==> src/rtl/recv_frame_timer.sv <==
// Receive frame timer: tracks frame markers, locks onto the 32-slot frame cadence,
// flywheels through missing markers and reports per-sync phase error and slot strobes.
module recv_frame_timer #(
  parameter int DIV_CODE_10US = 1299,
  parameter int TOL           = 8,
  parameter int LOCK_CNT      = 3,
  parameter int MISS_MAX      = 4
) (
  input  logic       sysclk,
  input  logic       nrst,
  input  logic       frm_sync,
  output logic       locked,
  output logic [1:0] state,
  output logic [4:0] slot_idx,
  output logic       slot_stb,
  output logic       tri_6k,
  output logic       tri_3k,
  output logic       ph_vld,
  output logic [7:0] phase_err,
  output logic       sync_err
);

  localparam int CW = (DIV_CODE_10US < 1) ? 1 : $clog2(DIV_CODE_10US + 1);
  localparam logic [CW-1:0] CH_MAX = CW'(DIV_CODE_10US);
  localparam logic [CW-1:0] WIN_LO = CW'(DIV_CODE_10US - TOL);
  localparam logic [CW-1:0] CH_TOL = CW'(TOL);

  typedef enum logic [1:0] {
    HUNT  = 2'd0,
    CHECK = 2'd1,
    LOCK  = 2'd2,
    FLY   = 2'd3
  } state_e;

  state_e        state_q, state_d;
  logic [CW-1:0] chCnt_q, chCnt_d;
  logic [4:0]    slotIdx_q, slotIdx_d;
  logic [2:0]    goodCnt_q, goodCnt_d;
  logic [3:0]    missCnt_q, missCnt_d;
  logic          winUsed_q, winUsed_d;
  logic [7:0]    phase_q, phase_d;
  logic          phVld_q, phVld_d;
  logic          syncErr_q, syncErr_d;

  logic          inWin;
  logic          closePt;
  logic          missEvt;
  logic          takeSync;
  logic          straySync;
  logic          realign;
  logic [7:0]    offset8;
  logic          stb;
  logic          lockedInt;

  always_ff @(posedge sysclk or negedge nrst) begin
    if (!nrst) begin
      state_q   <= HUNT;
      chCnt_q   <= '0;
      slotIdx_q <= '0;
      goodCnt_q <= '0;
      missCnt_q <= '0;
      winUsed_q <= 1'b0;
      phase_q   <= '0;
      phVld_q   <= 1'b0;
      syncErr_q <= 1'b0;
    end else begin
      state_q   <= state_d;
      chCnt_q   <= chCnt_d;
      slotIdx_q <= slotIdx_d;
      goodCnt_q <= goodCnt_d;
      missCnt_q <= missCnt_d;
      winUsed_q <= winUsed_d;
      phase_q   <= phase_d;
      phVld_q   <= phVld_d;
      syncErr_q <= syncErr_d;
    end
  end

  // The window straddles the frame boundary; winUsed marks that a sync already
  // claimed the current window, so later ones in it are silently dropped.
  always_comb begin
    inWin     = ((slotIdx_q == 5'd31) && (chCnt_q >= WIN_LO)) ||
                ((slotIdx_q == 5'd0) && (chCnt_q < CH_TOL));
    closePt   = (slotIdx_q == 5'd0) && (chCnt_q == CH_TOL);
    missEvt   = closePt && !winUsed_q;
    takeSync  = frm_sync && inWin && !winUsed_q;
    straySync = frm_sync && !inWin;
    if (slotIdx_q == 5'd31) offset8 = 8'(chCnt_q) - 8'(DIV_CODE_10US);
    else                    offset8 = 8'(chCnt_q) + 8'd1;

    realign   = 1'b0;
    state_d   = state_q;
    goodCnt_d = goodCnt_q;
    missCnt_d = missCnt_q;
    phase_d   = phase_q;
    phVld_d   = 1'b0;
    syncErr_d = 1'b0;

    case (state_q)
      HUNT: begin
        if (frm_sync) begin
          realign   = 1'b1;
          goodCnt_d = 3'd1;
          state_d   = CHECK;
        end
      end
      CHECK: begin
        if (takeSync) begin
          realign   = 1'b1;
          phVld_d   = 1'b1;
          phase_d   = offset8;
          goodCnt_d = goodCnt_q + 3'd1;
          if (goodCnt_q + 3'd1 == 3'(LOCK_CNT)) state_d = LOCK;
        end else if (straySync) begin
          realign   = 1'b1;
          goodCnt_d = 3'd1;
        end else if (missEvt) begin
          state_d = HUNT;
        end
      end
      LOCK, FLY: begin
        if (takeSync) begin
          realign   = 1'b1;
          phVld_d   = 1'b1;
          phase_d   = offset8;
          missCnt_d = 4'd0;
          state_d   = LOCK;
        end else begin
          syncErr_d = straySync;
          if (missEvt) begin
            if (state_q == LOCK) begin
              missCnt_d = 4'd1;
              state_d   = (MISS_MAX == 1) ? HUNT : FLY;
            end else begin
              missCnt_d = missCnt_q + 4'd1;
              if (missCnt_q + 4'd1 >= 4'(MISS_MAX)) state_d = HUNT;
            end
          end
        end
      end
      default: state_d = HUNT;
    endcase

    if (realign)      winUsed_d = 1'b1;
    else if (closePt) winUsed_d = 1'b0;
    else              winUsed_d = winUsed_q;

    if (realign) begin
      chCnt_d   = '0;
      slotIdx_d = '0;
    end else if (chCnt_q == CH_MAX) begin
      chCnt_d   = '0;
      slotIdx_d = slotIdx_q + 5'd1;
    end else begin
      chCnt_d   = chCnt_q + CW'(1);
      slotIdx_d = slotIdx_q;
    end
  end

  always_comb begin
    lockedInt = (state_q == LOCK) || (state_q == FLY);
    stb       = (chCnt_q == '0) && (state_q != HUNT);
    locked    = lockedInt;
    state     = state_q;
    slot_idx  = slotIdx_q;
    slot_stb  = stb;
    tri_6k    = stb && lockedInt && ((slotIdx_q == 5'd0) || (slotIdx_q == 5'd16));
    tri_3k    = stb && lockedInt && (slotIdx_q == 5'd0);
    ph_vld    = phVld_q;
    phase_err = phase_q;
    sync_err  = syncErr_q;
  end

endmodule

==> config.mk <==
export PLATFORM = sky130hd
export DESIGN_NAME = recv_frame_timer
export DESIGN_NICKNAME = d
export VERILOG_FILES = /design/src/rtl/recv_frame_timer.sv
export SDC_FILE = /design/constraint.sdc
export NUM_CORES = 1
export LEC_CHECK = 0
export CELL_PAD_IN_SITES_DETAIL_PLACEMENT = 0
export CELL_PAD_IN_SITES_GLOBAL_PLACEMENT = 2
export CORE_MARGIN = 1.5
export CORE_UTILIZATION = 37
export CTS_CLUSTER_SIZE = 14
export DETAILED_ROUTE_END_ITERATION = 6
export GPL_TIMING_DRIVEN = 0
export MAX_ROUTING_LAYER = met4
export PLACE_DENSITY = 0.83
export SYNTH_ARGS = -nofsm -noshare
export SYNTH_HDL_FRONTEND = slang
export SYNTH_SLANG_ARGS = --single-unit
==> constraint.sdc <==
create_clock -name sysclk -period 2.75 [get_ports sysclk]
set_input_delay 0.6875 -clock sysclk [delete_from_list [all_inputs] [get_ports sysclk]]
set_output_delay 0.6875 -clock sysclk [all_outputs]
set_load 0.02 [all_outputs]
==> metrics <==
status finished clean; Max Cap Viol 0; Via density ~5; Post-Layout Inst Area roughly 0.0028 mm2; clk slew on worst S/H paths 0.07 ns; width of the die 82.5 um; die area roughly 0.007 mm2; Yosys warnings 0; clk buf depth 2; post-layout min period 2.75 ns; cell taking the most area after synthesis dfrtp_1; Lkg Pwr 1.27 nW; post-synthesis sequential area ratio between 30 and 40%; top-count cell post-synth dfrtp_1; GRT overflow 0; Pins Over Slew Limit 0; Cell Count, Final, Fillers Out 324; DP Wirelength approximately 3300 um; antenna violations before repair 0; final hold violation count 0; total CTS buffers 5; final worst path period share between 90 and 100%; syn nets 230; RSZ-0062 raised after global routing true; Slew @ Worst Pin roughly 0.83 ns; ys async rst share 100%; Util after Layout 46.4%; maximum VDD drop approximately 410 uV; maximum fanout along the worst path 2; final setup fails 0; fill count 579; TritonCTS Sinks 36; DR vias 1658; final net count roughly 260; DRC violations left 0; overall routing resource usage 16.3%; worst slack at placement -0.300 ns; Worst Hold Slack 0.489 ns; startpoint types flip-flop; ys flop type dfrtp_1; IO Port Bufs 23; crit end category output pin; Fin Setup TNS 0 ns; Final Power 2.21 mW; worst-skew pair later-pin latency 0.29 ns; synthesized instance count 215; Clock Skew 0.00504 ns; average cell area after synthesis ~11 um2; Initial DRC Count 109; TritonCTS clock tree yes; fin worst setup slack 0.00258 ns; first-pass GRT wire length 8080 um; relative slew slack 44.8%; CTS H-tree lvls 2; Synth top area share roughly two fifths; Peak Freq approximately 360 MHz; layout cells sized above 1 25.3%; Post-synth EDFFs 0; PwrDens 793 mW/mm2; routability cong. just under 0.8; core area 0.00603 mm2; pin count of the biggest net entering global routing 37; critical path class reg -> out; path type of the worst min-delay path in -> async; antenna diode count 0; Die Ht approximately 83 um; WL/cell 14.6 um; synthesized cell area 0.00234 mm2; WP data arrival 2.06 ns; Root Driver clkbuf_8; final antenna-violating net count 0; # IOs 24; Worst Path Required 2.06 ns; Hold-fix buffers, CTS 0; most frequent cells after synthesis dfrtp_1, xnor2_1, ha_1; Starting Density 38.8%; Placement Rows 28; placed insts 313; WL final ~4700 um; dpl cell area 0.00267 mm2; vias in the first global route 1668; drt first pass iters 4; Synth cell types 63; synth top area cells dfrtp_1, ha_1, xnor2_1; synthesized flop and latch total 36; area added between synthesis and finish 19.5%
## where the power goes
part | leakage (nW) | switching, mW | total (mW) | internal, mW
Combinational | 0.757 | 0.529 | 1.03 | 0.499
Sequential | 0.462 | 0.128 | 0.775 | 0.646
Clock | 0.0503 | 0.188 | 0.411 | 0.223
Total | 1.27 | 0.846 | 2.21 | 1.37
## timing repair
item	CTS	global route
setup endpoints to repair	3	3
setup buffers	4	0
endpoints found under the hold margin	0	0
pin swaps	2	1
gates resized for setup	15	1
## critical path: stages (launching register included)
cell	delay (ns)
dfrtp_1	0.37
buf_6	0.11
or4_4	0.52
nor3_2	0.10
and4b_1	0.22
and3_4	0.19
nor2b_4	0.14
buf_6	0.12
## cell type report
cell class | instances | area, um2 | area share (%)
sequential | 36 | 902 | 32.3
clock buffer | 7 | 96.3 | 3.45
tap | 75 | 93.8 | 3.36
inverter | 11 | 41.3 | 1.48
buffer | 13 | 123 | 4.39
timing repair buffer | 27 | 246 | 8.82
multi-input combinational | 155 | 1290 | 46.2
## kinds of logic after synthesis
logic type	Yosys count	synth area share [%]
simple gates	72	20.0
flops	36	38.5
buf+inv	24	7.01
compound gates	38	13.4
mux	13	7.17
fa+ha+maj	12	6.42
xor+xnor	20	7.49
## worst paths after layout
| path | cells after the start | end | slack, ns | start |
|---|---|---|---|---|
| max in group asynchronous | 1 | chCnt_q[6] | 1.70 | nrst |
| setup reg to reg | 7 | missCnt_q[0] | 0.18 | slot_idx[0] |
| setup / recovery | 7 | tri_3k | 0.003 | chCnt_q[4] |
| hold reg to reg | 1 | phase_err[4] | 0.51 | phase_err[4] |
| hold / removal | 1 | chCnt_q[6] | 0.49 | nrst |
| min in group sysclk | 1 | phase_err[4] | 0.51 | phase_err[4] |
## sequential cells by signal (all words and copies together), names as in the netlist, named ones only
signal,flops
ph_vld,1
sync_err,1
goodCnt_q,3
winUsed_q,1
slot_idx,5
missCnt_q,4
phase_err,8
chCnt_q,11
state,1
## cells in the final DEF, fill, tap and decap left out, types with 5 or more instances in the layout
cell             synthesis  layout
nand2_1                 10      10
xnor2_1                 15      15
nor3_2                  10      11
dfrtp_1                 36      35
buf_4                    1       5
clkbuf_8                 1       8
nand3_1                  7       7
ha_1                    12      12
mux2_4                   7       7
nor3_1                  11      10
nor2_1                   6       6
buf_6                    6       7
xor2_1                   5       5
o21ai_0                  5       5
clkdlybuf4s50_1          0      19
inv_1                   11      11
## routing by layer
| layer | global-route usage (%) | wire length [um] | vias to the layer above |
|---|---|---|---|
| li1 | - | - | 839 |
| met5 | - | 0 | - |
| met3 | 3.30 | 227 | 6 |
| met2 | 23.2 | 1950 | 35 |
| met4 | 5.50 | 74 | 0 |
| met1 | 22.9 | 2490 | 778 |
No activity file was read; power rests on OpenSTA's default activity.
